==> src/rtl/seq_alu_muldiv.sv <==
`default_nettype none
// +----------------------------------------------------------------------------+
// | Module      : seq_alu_muldiv                                               |
// | Description : Handshaked ALU with single-cycle logic/arith ops plus an     |
// |               iterative unsigned shift-add multiplier and restoring        |
// |               divider (one bit per cycle). Results are fully registered.   |
// | Revision    : 1.0 - initial release                                        |
// +----------------------------------------------------------------------------+
module seq_alu_muldiv #(
  parameter int WIDTH   = 32,
  parameter int SHAMT_W = 5
) (
  input  logic               clk,
  input  logic               rst,
  input  logic               in_valid,
  output logic               in_ready,
  input  logic [3:0]         aluop,
  input  logic [WIDTH-1:0]   in1,
  input  logic [WIDTH-1:0]   in2,
  input  logic [SHAMT_W-1:0] shamt,
  output logic               out_valid,
  input  logic               out_ready,
  output logic [WIDTH-1:0]   out,
  output logic [WIDTH-1:0]   out_hi,
  output logic               zeroflag
);

  localparam int CNT_W = $clog2(WIDTH) + 1;

  typedef enum logic [1:0] {
    IDLE = 2'd0,
    MUL  = 2'd1,
    DIV  = 2'd2,
    DONE = 2'd3
  } state_t;

  state_t state, state_nxt;

  // Shared iteration registers: acc_hi is partial product / remainder,
  // acc_lo is multiplier / dividend-turned-quotient, opb is multiplicand / divisor.
  logic [WIDTH-1:0] acc_hi, acc_lo, opb;
  logic [CNT_W-1:0] cnt;

  logic             accept;
  logic             last_iter;
  logic [WIDTH-1:0] alu_res, alu_hi;
  logic [WIDTH:0]   mul_sum;
  logic [WIDTH-1:0] mul_hi_nxt, mul_lo_nxt;
  logic [WIDTH:0]   div_shift, div_diff;
  logic [WIDTH-1:0] div_hi_nxt, div_lo_nxt;

  assign in_ready  = (state == IDLE);
  assign out_valid = (state == DONE);
  assign accept    = in_valid && in_ready;
  assign last_iter = (cnt == CNT_W'(WIDTH - 1));

  // Single-cycle result selection; divu here only covers the divide-by-zero case.
  always_comb begin
    alu_res = '0;
    alu_hi  = '0;
    case (aluop)
      4'd0: alu_res = in1 + in2;
      4'd1: alu_res = in1 - in2;
      4'd2: alu_res = in1 & in2;
      4'd3: alu_res = in1 | in2;
      4'd4: alu_res = {{(WIDTH-1){1'b0}}, ($signed(in1) < $signed(in2))};
      4'd5: alu_res = in2 << shamt;
      4'd6: alu_res = in2 >> shamt;
      4'd7: alu_res = {{(WIDTH-1){1'b0}}, (in1 < in2)};
      4'd9: begin
        alu_res = '1;
        alu_hi  = in1;
      end
      default: begin
        alu_res = '0;
        alu_hi  = '0;
      end
    endcase
  end

  // One shift-add multiply step: add multiplicand when the current multiplier LSB is set, then shift right.
  always_comb begin
    mul_sum = {1'b0, acc_hi} + {1'b0, opb};
    if (acc_lo[0]) begin
      {mul_hi_nxt, mul_lo_nxt} = {mul_sum, acc_lo[WIDTH-1:1]};
    end else begin
      {mul_hi_nxt, mul_lo_nxt} = {1'b0, acc_hi, acc_lo[WIDTH-1:1]};
    end
  end

  // One restoring-division step: shift in next dividend bit, keep the difference if non-negative.
  always_comb begin
    div_shift  = {acc_hi, acc_lo[WIDTH-1]};
    div_diff   = div_shift - {1'b0, opb};
    div_hi_nxt = div_diff[WIDTH] ? div_shift[WIDTH-1:0] : div_diff[WIDTH-1:0];
    div_lo_nxt = {acc_lo[WIDTH-2:0], ~div_diff[WIDTH]};
  end

  // Next-state logic.
  always_comb begin
    state_nxt = state;
    case (state)
      IDLE: begin
        if (accept) begin
          if (aluop == 4'd8) begin
            state_nxt = MUL;
          end else if ((aluop == 4'd9) && (in2 != '0)) begin
            state_nxt = DIV;
          end else begin
            state_nxt = DONE;
          end
        end
      end
      MUL:     if (last_iter) state_nxt = DONE;
      DIV:     if (last_iter) state_nxt = DONE;
      DONE:    if (out_ready) state_nxt = IDLE;
      default: state_nxt = IDLE;
    endcase
  end

  // State register.
  always_ff @(posedge clk) begin
    if (rst) begin
      state <= IDLE;
    end else begin
      state <= state_nxt;
    end
  end

  // Operand capture, iteration and result registers; results only change on capture or final step.
  always_ff @(posedge clk) begin
    if (rst) begin
      acc_hi   <= '0;
      acc_lo   <= '0;
      opb      <= '0;
      cnt      <= '0;
      out      <= '0;
      out_hi   <= '0;
      zeroflag <= 1'b0;
    end else begin
      case (state)
        IDLE: begin
          if (accept) begin
            zeroflag <= (in1 == in2);
            acc_hi   <= '0;
            acc_lo   <= in1;
            opb      <= in2;
            cnt      <= '0;
            if (state_nxt == DONE) begin
              out    <= alu_res;
              out_hi <= alu_hi;
            end
          end
        end
        MUL: begin
          acc_hi <= mul_hi_nxt;
          acc_lo <= mul_lo_nxt;
          if (last_iter) begin
            cnt    <= '0;
            out    <= mul_lo_nxt;
            out_hi <= mul_hi_nxt;
          end else begin
            cnt <= cnt + CNT_W'(1);
          end
        end
        DIV: begin
          acc_hi <= div_hi_nxt;
          acc_lo <= div_lo_nxt;
          if (last_iter) begin
            cnt    <= '0;
            out    <= div_lo_nxt;
            out_hi <= div_hi_nxt;
          end else begin
            cnt <= cnt + CNT_W'(1);
          end
        end
        default: ;
      endcase
    end
  end

endmodule
`default_nettype wire

==> config.mk <==
export PLATFORM = sky130hd
export DESIGN_NAME = seq_alu_muldiv
export DESIGN_NICKNAME = d
export VERILOG_FILES = /design/src/rtl/seq_alu_muldiv.sv
export SDC_FILE = /design/constraint.sdc
export NUM_CORES = 1
export LEC_CHECK = 0
export ABC_CLOCK_PERIOD_IN_PS = 4100
export BUFFER_PORTS_ARGS = -buffer_cell sky130_fd_sc_hd__buf_2
export CORE_MARGIN = 2
export CORE_UTILIZATION = 45
export CTS_CLUSTER_SIZE = 28
export DETAILED_ROUTE_END_ITERATION = 12
export SKIP_LAST_GASP = 1
export SLEW_MARGIN = 20
export SYNTH_ARGS = -nofsm -noshare
export SYNTH_HDL_FRONTEND = slang
export SYNTH_SLANG_ARGS = --single-unit
==> constraint.sdc <==
create_clock -name clk -period 4.1 [get_ports clk]
set_input_delay 0.615 -clock clk [delete_from_list [all_inputs] [get_ports clk]]
set_output_delay 0.615 -clock clk [all_outputs]
set_load 0.1 [all_outputs]
# Yosys cells after proc, flatten, opt, wreduce, memory -nomap -nowiden

Index checks and enable logic that the tools add are counted.

Logic and storage cells: 79
Register bits: 169
Input bits: 77

Equal/unequal tests: 19
Magnitude comparators: 2
Shifts and indexed selects: 2
Add/subtract/negate cells: 5
Reductions and logical operators: 12
Bitwise operators: 3
Muxes and demuxes: 28

Operator list:

| cell                                                                  | number |
|---|---|
| 32-bit 2-to-1 mux                                                     | 14 |
| 32-bit one-hot mux with 3 select lines                                | 4 |
| 32-bit one-hot mux with 9 select lines                                | 1 |
| 32-bit < comparator                                                   | 2 |
| 32-bit by 32-bit adder with 33-bit output                             | 1 |
| 33-bit by 32-bit subtractor with 33-bit output                        | 1 |
| 32-bit adder                                                          | 1 |
| 32-bit AND                                                            | 1 |
| 32-bit equality test                                                  | 1 |
| 32-bit bitwise OR                                                     | 1 |
| 32-bit nonzero test                                                   | 1 |
| 32-bit by 5-bit << shifter with 32-bit output                         | 1 |
| 32-bit by 5-bit right shift with 32-bit output                        | 1 |
| 32-bit subtractor                                                     | 1 |
| 4-bit by 3-bit equality test with 1-bit output, second input constant | 4 |
| 6-bit 2-to-1 mux                                                      | 2 |
| 6-bit one-hot mux with 2 select lines                                 | 1 |
| 4-bit by 2-bit equality test with 1-bit output, second input constant | 2 |
| 4-bit equality test, second input constant                            | 2 |
| 2-bit 2-to-1 mux                                                      | 4 |
| 6-bit by 1-bit adder with 6-bit output, second input constant         | 1 |
| 2-bit equality test, second input constant                            | 3 |
| 6-bit by 5-bit equality test with 1-bit output, second input constant | 1 |
| 2-bit one-hot mux with 3 select lines                                 | 1 |
| other kinds (14)                                                      | 19 |

# Logic depth before layout (Yosys ltp)

Gate-level depths: netlist of the first run.

Depth after elaboration: 10
Depth in mapped cells: 16
Gate-level depth less buffers: 15

# Worst setup path before layout of the first run

Ideal clock, no wire load.

Path kind: input port to flip-flop
Start point: input in2[1]
End point: register out[24]
Data required time: 3,968 ps
Slack: 445 ps
Library setup time: 132 ps
Stages: 14
Buffers on the path: 1
Arrival time: 3,523 ps
Cell sequence: clkbuf_1 -> inv_1 -> fa_1 -> nor2b_1 -> o211ai_1 -> a31o_2 -> a21o_1 -> o41ai_1 -> nand2_1 -> o21a_1 -> o31ai_1 -> mux2_2 -> a21oi_1 -> nor3_1

Word-level cells in the longest chain between the ends: 9

RTL lines:

| what                                                                      | line | source |
|---|---|---|
| start, declared                                                           | 19   | `input logic [WIDTH-1:0] in2,` |
| parallel branches: the longest is 9 deep, another holds 32-bit subtractor | n/a  |  |
| end signal, assigned                                                      | 150  | `out <= alu_res;` |
| end signal, assigned                                                      | 160  | `out <= mul_lo_nxt;` |
| end signal, assigned                                                      | 171  | `out <= div_lo_nxt;` |
| end, declared                                                             | 23   | `output logic [WIDTH-1:0] out,` |

Several ways; the timed one is not identified. The select of a mux whose other input is x is not followed.
A chain may end at the register's enable or synchronous reset.

# Worst setup path after layout of the first run

Start point: register opb[0]
End point: register out_hi[29]

Word-level cells in the longest chain between the ends: 4

RTL lines:

| what                                                                                                        | line     | source |
|---|---|---|
| start, declared                                                                                             | 41       | `logic [WIDTH-1:0] acc_hi, acc_lo, opb;` |
| start signal, assigned                                                                                      | 147      | `opb <= in2;` |
| 33-bit by 32-bit subtractor with 33-bit output or 32-bit by 32-bit adder with 33-bit output (tied branches) | 94, 83   |  |
| 32-bit 2-to-1 mux, on equally long branches                                                                 | 95, 84   |  |
| 32-bit 2-to-1 mux, on equally long branches                                                                 | 169, 158 |  |
| 32-bit one-hot mux with 3 select lines (*)                                                                  | 141      | `case (state)` |
| end signal, assigned                                                                                        | 151      | `out_hi <= alu_hi;` |
| end signal, assigned                                                                                        | 161      | `out_hi <= mul_hi_nxt;` |
| end signal, assigned                                                                                        | 172      | `out_hi <= div_hi_nxt;` |
| end, declared                                                                                               | 24       | `output logic [WIDTH-1:0] out_hi,` |

Every way passes the cells marked *; elsewhere a longest branch is shown, timed or not. The select of a mux whose other input is x is not followed.

==> results of run 1 <==
==> area by class of cell <==
cell class,count,area (µm²),share of cell area [%]
sequential,169,3380,15.6
clock inverter,13,175,0.806
tap,539,674,3.10
antenna,2,5.00,0.0230
timing repair buffer,317,2110,9.73
inverter,153,574,2.64
multi-input combinational,2152,14400,66.1
clock buffer,19,453,2.08
==> per-stage QoR <==
stage	TNS [ps]	std cells	hold WS [ps]	cell area (µm²)
floorplan	0	2664	445	19000
global placement	-44.1	3328	446	21100
detailed placement	-87.2	3328	460	21100
CTS	0	3360	470	21700
global route	-15.2	3363	495	21700
finish	0	3364	470	21700
==> worst reg2reg max path, cell delays in order, from the launching register on <==
cell	delay, ps
sky130_fd_sc_hd__dfxtp_1	380
sky130_fd_sc_hd__ha_1	200
sky130_fd_sc_hd__inv_1	60
sky130_fd_sc_hd__fa_1	430
sky130_fd_sc_hd__a211oi_2	280
sky130_fd_sc_hd__o211ai_2	180
sky130_fd_sc_hd__a41oi_2	320
sky130_fd_sc_hd__o21ai_2	130
sky130_fd_sc_hd__a41o_1	330
sky130_fd_sc_hd__a211oi_4	280
sky130_fd_sc_hd__buf_4	190
sky130_fd_sc_hd__xor2_4	110
sky130_fd_sc_hd__buf_4	180
sky130_fd_sc_hd__a32o_1	250
sky130_fd_sc_hd__a31o_1	240
sky130_fd_sc_hd__o311a_1	340
==> registers in the layout, summed over array words and instances (netlist names) <==
name	cells
state	2
acc_lo	32
zeroflag	1
out_hi	32
opb	32
out	32
acc_hi	32
cnt	6
==> cell families after synthesis <==
group	count (synthesis)
buffers and inverters	343
adders and majority gates	169
muxes	138
xor gates and xnor gates	92
DFF	169
and+or+nand+nor	695
AOI/OAI and AO/OA	1058
==> synthesized netlist by cell type, drive strengths merged (12+ instances only) <==
| master | number | area share (%) |
|---|---|---|
| a211o | 16 | 0.74 |
| ha | 165 | 11 |
| dfxtp | 169 | 18 |
| a31oi | 26 | 0.89 |
| a21o | 40 | 1.6 |
| nand3 | 40 | 1.1 |
| clkbuf | 149 | 2.9 |
| nor4 | 19 | 0.63 |
| a22o | 29 | 1.3 |
| a21oi | 417 | 11 |
| o22ai | 14 | 0.46 |
| a22oi | 19 | 0.75 |
| nand2 | 250 | 4.9 |
| mux2i | 106 | 5.6 |
| inv | 151 | 3.0 |
| o21a | 26 | 1.0 |
| a221oi | 30 | 1.4 |
| a211oi | 36 | 1.5 |
| mux4 | 22 | 2.6 |
| o21ai | 223 | 5.9 |
| o211ai | 28 | 1.2 |
| nor2 | 226 | 4.5 |
| buf | 41 | 0.92 |
| o31ai | 18 | 0.71 |
| nand4 | 16 | 0.53 |
| nor3 | 58 | 1.5 |
| o21bai | 31 | 1.2 |
| nand2b | 26 | 0.86 |
| nor2b | 13 | 0.43 |
| xor2 | 24 | 1.1 |
| xnor2 | 68 | 3.2 |
| o22a | 12 | 0.55 |
==> repair_timing <==
item | CTS | global route
setup endpoints to repair | 0 | 19
buffers inserted | 0 | 2
gates resized for setup | 0 | 2
==> path summary, 6_finish.rpt <==
| path | depth (start not counted) | to | start |
|---|---|---|---|
| max reg2reg | 15 | out_hi[29]$_SDFFE_PP0P_ | opb[0]$_SDFFE_PP0P_ |
| min reg2reg | 2 | acc_lo[19]$_SDFFE_PP0P_ | acc_lo[19]$_SDFFE_PP0P_ |
| min | 2 | acc_lo[19]$_SDFFE_PP0P_ | acc_lo[19]$_SDFFE_PP0P_ |
| max | 15 | out_hi[29]$_SDFFE_PP0P_ | opb[0]$_SDFFE_PP0P_ |
==> layer usage <==
layer	up-vias	routed length, µm
met5	-	29
li1	10026	-
met4	4	7710
met1	10957	39200
met2	1492	42800
met3	308	9990
==> power by group through the flow <==
stage | Clock [mW] | Combinational [mW] | Sequential (mW)
2_1_floorplan | 0 | 3.69 | 3.47
3_3_place_gp | 0 | 6.90 | 2.36
3_5_place_dp | 0 | 6.94 | 2.37
4_1_cts | 1.77 | 6.98 | 2.33
5_1_grt | 1.82 | 7.59 | 2.38
6_report | 1.76 | 7.20 | 2.35
==> results, run 1 <==
- The flow ran to the end, and the final reports show no timing, DRC or antenna violations.
- The most used routing layer is met2.
- Using the TritonRoute via totals, the vias-per-cell ratio works out to 6.77.
- The family with the most delay on the worst path is compound AO/OA/AOI/OAI gates.
- The clock network power share is 15.6%.
- The netlist area before placement is 19,000 µm².
- In this run, synthesis produced a sequential element count of 169.
- Once layout is complete, the utilization of the core stands at 52.1%.
- The first-iteration detailed-routing DRC count is 3,214.
- 144 I/O pins were placed.
- The clock passes through at most 2 buffers.
- The DRC violation count after routing is 0.
- Once routing completed, OpenROAD measured the worst setup slack at 97.0 ps.
- In this run the worst hold path is classified as reg2reg.
- At the later pin of the worst-skew pair, clock insertion delay measures 470 ps.
- The number of nets handed over by synthesis was 2,910.
- The area growth from synthesis to layout is 14.5%.
- The count of nets after finishing is 3,056.
- The critical path required time is 4460 ps.
- The total overflow reported by the global router is 0.
- OpenSTA, run right after detailed placement, puts the worst setup slack at -87.2 ps.
- The total number of vias is 22,787.
- The max-cap check violation count is 0.
- In this run the register-to-register setup slack is 100 ps.
- The count of distinct cell types in the synthesized netlist is 88.
- Entering global routing, the biggest net connects 70 pins.
- For met1 alone, demand over resource in global routing was 57.2%.
- The biggest cell delay along the critical path is 430 ps.
- The clock drives 169 sinks.
- In the synthesized netlist the async set-or-reset flop fraction comes to 0%.
- The largest driver fanout on the critical path is 7.
- By area, the combinational part of the netlist is dominated by compound AO/OA/AOI/OAI gates.
- STA classifies the critical path startpoint as a flop.
- The sum of net half-perimeters after detailed placement is 80,200 µm.
- The synthesized netlist devotes 11.3% of its cell area to adder and majority cells.
- In this run, the combinational gates consume 63.6% of the power.
- The routed design has 99,800 µm of wire.
- STA puts the critical path data arrival time at 4360 ps.
- The post-synthesis share of cell area spent on and, or, nand and nor gates is 16.1%.
- The final setup skew is 22.8 ps.
- The reported net switching power is 6.18 mW.
- The wire length of the first global-routing pass is 143,000 µm.
- The synthesized netlist devotes 34.8% of its cell area to compound gates.
- The most used flip-flop cell after synthesis is sky130_fd_sc_hd__dfxtp_1.
- The count of mapped cells out of synthesis is 2,664.
- The most numerous cell on the critical path is sky130_fd_sc_hd__buf_4.
- The number of warnings reported in the yosys synthesis log is 0.
- The number of slew-limit violations in the final report is 0.
- The H-tree level count is 4.
- Yosys mapped a number of flops with a built-in enable equal to 0.
- The worst setup path is captured at a flop.
- TritonCTS created 17 clock buffers.
- The iteration count of the initial detailed-routing pass is 8.
- The peak supply drop is 0.000460 V.
- The vertical die dimension is 209 µm.
- The layout has 4,208 filler cells.
- The number of antenna violations at the first check in global routing came to 3.
- In this run switching power makes up 54.6% of total power.
- For this design the ratio of total power to cell area is 520 nW/µm².
- The last weighted congestion value of the routability-driven placer is 1.14.
- The hold violation count in the final report came to 0.
- The remaining max-slew budget at the tightest pin is 26.8%.
- The share of layout cells above drive strength 1 is 14.9%.
- The transition time at the pin with the least slew margin is 1100 ps.
- TritonCTS built the clock tree.
- The final critical path takes up 97.6% of the cycle.
- The tree is rooted in a sky130_fd_sc_hd__clkbuf_16.
- The overall power consumption is 11.3 mW.
- The minimum period implied by the final worst setup slack is 4000 ps.
- The count of antenna-violating nets left after detailed routing is 0.
- The top cell types in the final layout, fill and taps aside, are 416 x sky130_fd_sc_hd__a21oi_1, 250 x sky130_fd_sc_hd__nand2_1, 225 x sky130_fd_sc_hd__nor2_1, 221 x sky130_fd_sc_hd__o21ai_0.
- In the global route stage, overall resource usage came out at 44.5%.
- The critical path is of the reg2reg type.
- In the final routed layout, each cell accounts on average for 29.7 µm.
- Buffers placed on the I/O ports in this run total 143.
- The critical path contains buffers and inverters numbering 3 combined.
- The mean instance size in the synthesized netlist is 7.13 µm².
- The share of total power dissipated in sequential elements is 20.8%.
- The met2 layer usage reported by global route is 68.2%.
- The multiplexer share of the synthesized area is 8.79%.
- The portion of the post-synthesis area used by sequential elements is 17.8%.
- The count of final setup violators is 0.
- The signal on the critical path passes through ha_1, inv_1, fa_1, a211oi_2, o211ai_2, a41oi_2, o21ai_2, a41o_1, a211oi_4, buf_4, xor2_4, buf_4, a32o_1, a31o_1, o311a_1.
- Setup repair after global routing could not meet its margin everywhere.
- After floorplanning, the core was divided into 75 placement rows.
- The slowest cell on the critical path is sky130_fd_sc_hd__fa_1.
- The width of the die is 209 µm.
- The die covers 43,900 µm².
- The number of global-route vias before repair is 21,148.
- Buffers inserted to repair hold after CTS numbered 0.
- Derived from the worst setup path, the maximum achievable clock frequency is 250 MHz.
- Once the floorplan was initialized, standard cells occupied 45.5% of the core.
- After floorplanning, the core was sized to cover 41,800 µm².
- After Yosys synthesis, XOR and XNOR cells account for 4.32% of the synthesized area.
- For this run, global-route usage on met3 was measured as 8.21%.
- The cell-internal power is 5.13 mW.
- Leaving out fill and tap cells, the most frequent cell in the layout is sky130_fd_sc_hd__a21oi_1.
- After clock tree synthesis, the clock-pin slew on the worst setup and hold paths is 80 ps.
- For this design the static power due to leakage is 9.43 nW.
Note: power is estimated with default switching activity, not from simulation.
==> run 2: changes to the inputs <==
- REMOVE_ABC_BUFFERS: default -> 1
==> run 2 against run 1 <==
Register-to-register slack improved by 50 ps. Worst setup slack improved by 48 ps. Highest routed layer unchanged. Die area stayed put. Critical path type unchanged. Critical path depth rose by 2.
==> results, run 2 (same netlist as run 1, synthesis figures left out) <==
- The number of top-level pins is 144 (unchanged).
- The area added between synthesis and finish is 11.9%.
- The number of cells after detailed placement is 3,268 (-1.8%).
- The starting utilization of the core area came to 45.5% (unchanged).
- TritonCTS built the clock tree.
- The last weighted congestion value of the routability-driven placer is 1.06 (-6.5%).
- The vertical die dimension is 209 µm (unchanged).
- The wire length of the first global-routing pass was 133,000 µm (-7.5%).
- STA classifies the critical path startpoint as a flop.
- The final setup skew is 22.4 ps (-0.420 ps).
- The H-tree level count is 4 (unchanged).
- The setup slack after layout was 145 ps (+47.8 ps).
- The count of antenna-violating nets left after detailed routing is 0 (unchanged).
- The peak supply drop was 0.000563 V (+22%).
- The final instance area came to 21,300 µm² (-2.2%).
- The hold-fix buffer count after cts is 0 (unchanged).
- The transition time at the pin with the least slew margin is 1130 ps (+27.8 ps).
- The maximum clock frequency is 253 MHz (+1.2%).
- The minimum period implied by the final worst setup slack was 3960 ps (-47.8 ps).
- The part of the cycle the worst path needs is 96.5% (-1.2 points).
- The clock input transition at the sequential cells of the worst setup and hold paths is 70 ps (about the same).
- The number of cells on the worst hold path was 3 (+1).
- The sum of net half-perimeters after detailed placement was 70,700 µm (-12%).
- The leakage component of the power is 9.11 nW (-3.3%).
- The width of the die was 209 µm (unchanged).
- The hold violation count in the final report is 0 (unchanged).
- The number of filler cells placed in the layout is 4,276 (+1.6%).
- The final cell count without fillers is 3,305 (-1.8%).
- The clock net sink count was 169 (unchanged).
- The largest net degree at the start of global routing came to 83 (+19%).
- In the layout the commonest cells are 417 x sky130_fd_sc_hd__a21oi_1, 250 x sky130_fd_sc_hd__nand2_1, 225 x sky130_fd_sc_hd__nor2_1, 220 x sky130_fd_sc_hd__o21ai_0, 169 x sky130_fd_sc_hd__dfxtp_1.
- The post-placement setup slack is 88.2 ps (+175 ps).
- The arrival time reported for the critical path endpoint was 4390 ps (+30 ps).
- The area occupied by registers is 3380 µm² (unchanged).
- The max-cap check violation count is 0 (unchanged).
- The power density over the cells is 527 nW/µm² (+1.3%).
- The maximum root-to-sink buffer count is 2 (unchanged).
- The global routing usage summed across all routing layers is 40.5% (-4.0 points).
- The number of buffers created by CTS is 17 (unchanged).
- The port buffer count is 143 (unchanged).
- The count of final setup violators is 0 (unchanged).
- The remaining max-slew budget at the tightest pin was 24.7% (-2.1 points).
- The overall power consumption came to 11.2 mW (-0.99%).
- The number of global-route vias before repair came to 20,494 (-3.1%).
- The count of nets after finishing came to 2,998 (-1.9%).
- The share of layout cells above drive strength 1 is 13.2% (-1.7 points).
- The critical path is of the reg2reg type.
- The reg-to-reg critical path endpoint is acc_hi[3]$_SDFFE_PP0P_.
- The critical path required time came to 4540 ps (+80 ps).
- The via count normalized by instance count was 6.67 (-1.5%).
- The tree is rooted in a sky130_fd_sc_hd__clkbuf_16.
- The first-iteration detailed-routing DRC count came to 3,096 (-3.7%).
- The number of antenna violations at the first check in global routing is 3 (unchanged).
- The worst hold path terminates at opb[3]$_SDFFE_PP0P_.
- The total number of placement rows is 75 (unchanged).
- The flow ran to the end, and the final reports show no timing, DRC or antenna violations.
- The iteration count of the initial detailed-routing pass came to 6 (-2).
- The total cell area at the placement stage is 20,600 µm² (-2.1%).
- The worst reg-to-reg setup slack is 140 ps (+50 ps).
- The standard cell core area is 41,800 µm² (unchanged).
- The worst hold path begins at in2[3].
- The total overflow reported by the global router is 0 (unchanged).
- The sum of routed wire length over all layers is 90,800 µm (-9.0%).
- Leaving out fill and tap cells, the most frequent cell in the layout is sky130_fd_sc_hd__a21oi_1.
- The floorplan die area is 43,900 µm² (unchanged).
- The DRC violation count after routing was 0 (unchanged).
- In this run the worst hold path is classified as in2reg.
- The area of combinational cells with multiple inputs is 14,400 µm² (about the same).
- The total number of vias came to 22,052 (-3.2%).
- The largest driver fanout on the critical path is 22 (+15).
- The number of slew-limit violations in the final report came to 0 (unchanged).
- The average detailed-routed wire length per instance came to 27.5 µm (-7.4%).
- The worst-case reg-to-reg path depth is 17 (+2).
- The startpoint of the worst-slack reg-to-reg timing path is acc_lo[31]$_SDFFE_PP0P_.
- The clock latency on the worst-skew pair is 530 ps (+60 ps).
- The type of destination of the critical path is a flop.
==> run 2: what timing repair did <==
item | CTS | global route
endpoints found under the setup margin | 0 | 6
resized for setup | 0 | 2
buffers inserted | 0 | 3
==> run 2: worst max path at each step <==
stage	startpoint	end	slack, ps
floorplan	state[0]$_SDFF_PP0_	out[28]$_SDFFE_PP0P_	-2600
global placement	in2[11]	out[30]$_SDFFE_PP0P_	100
detailed placement	in2[8]	out[30]$_SDFFE_PP0P_	90
CTS	acc_lo[31]$_SDFFE_PP0P_	out_hi[22]$_SDFFE_PP0P_	120
global route	acc_lo[31]$_SDFFE_PP0P_	out_hi[18]$_SDFFE_PP0P_	-20
finish	acc_lo[31]$_SDFFE_PP0P_	acc_hi[3]$_SDFFE_PP0P_	140
==> run 2: through the flow <==
stage	util (%)	hold slack [ps]	TNS, ps
finish	50.9	434	0
global route	50.9	442	-43.3
floorplan	-	439	-124450
global placement	49.4	442	0
CTS	50.8	416	0
detailed placement	49.4	452	0
==> run 2: layer usage <==
layer	up-vias	global-route usage [%]	wire length [µm]
li1	9909	-	-
met1	10549	53.9	38000
met2	1332	62.1	39300
met3	258	7.92	8590
met4	4	21.1	4900
met5	-	0	20
==> run 2: critical path, cell delays in order, from the launching register on <==
cell                        delay (ps)
sky130_fd_sc_hd__dfxtp_1           320
sky130_fd_sc_hd__inv_1              60
sky130_fd_sc_hd__ha_1              160
sky130_fd_sc_hd__inv_1              60
sky130_fd_sc_hd__fa_1              450
sky130_fd_sc_hd__a211oi_2          300
sky130_fd_sc_hd__o211ai_2          160
sky130_fd_sc_hd__a41oi_2           240
sky130_fd_sc_hd__o21ai_2           130
sky130_fd_sc_hd__a41o_1            350
sky130_fd_sc_hd__a211oi_4          260
sky130_fd_sc_hd__buf_4             190
sky130_fd_sc_hd__xor2_4             80
sky130_fd_sc_hd__buf_4             180
sky130_fd_sc_hd__clkbuf_16         190
sky130_fd_sc_hd__o31a_1            310
sky130_fd_sc_hd__o22a_1            250
sky130_fd_sc_hd__a21oi_1           160
==> run 2: cell type report <==
type / count / area share, %
multi-input combinational: 2152 / 67.6
sequential: 169 / 15.9
timing repair buffer: 259 / 7.92
tap: 539 / 3.17
inverter: 153 / 2.70
clock buffer: 17 / 2.00
clock inverter: 14 / 0.642
antenna: 2 / 0.0235
==> run 2: power breakdown <==
part / internal, mW / switching, mW
Combinational: 2.16 / 5.03
Sequential: 1.99 / 0.334
Clock: 0.800 / 0.884
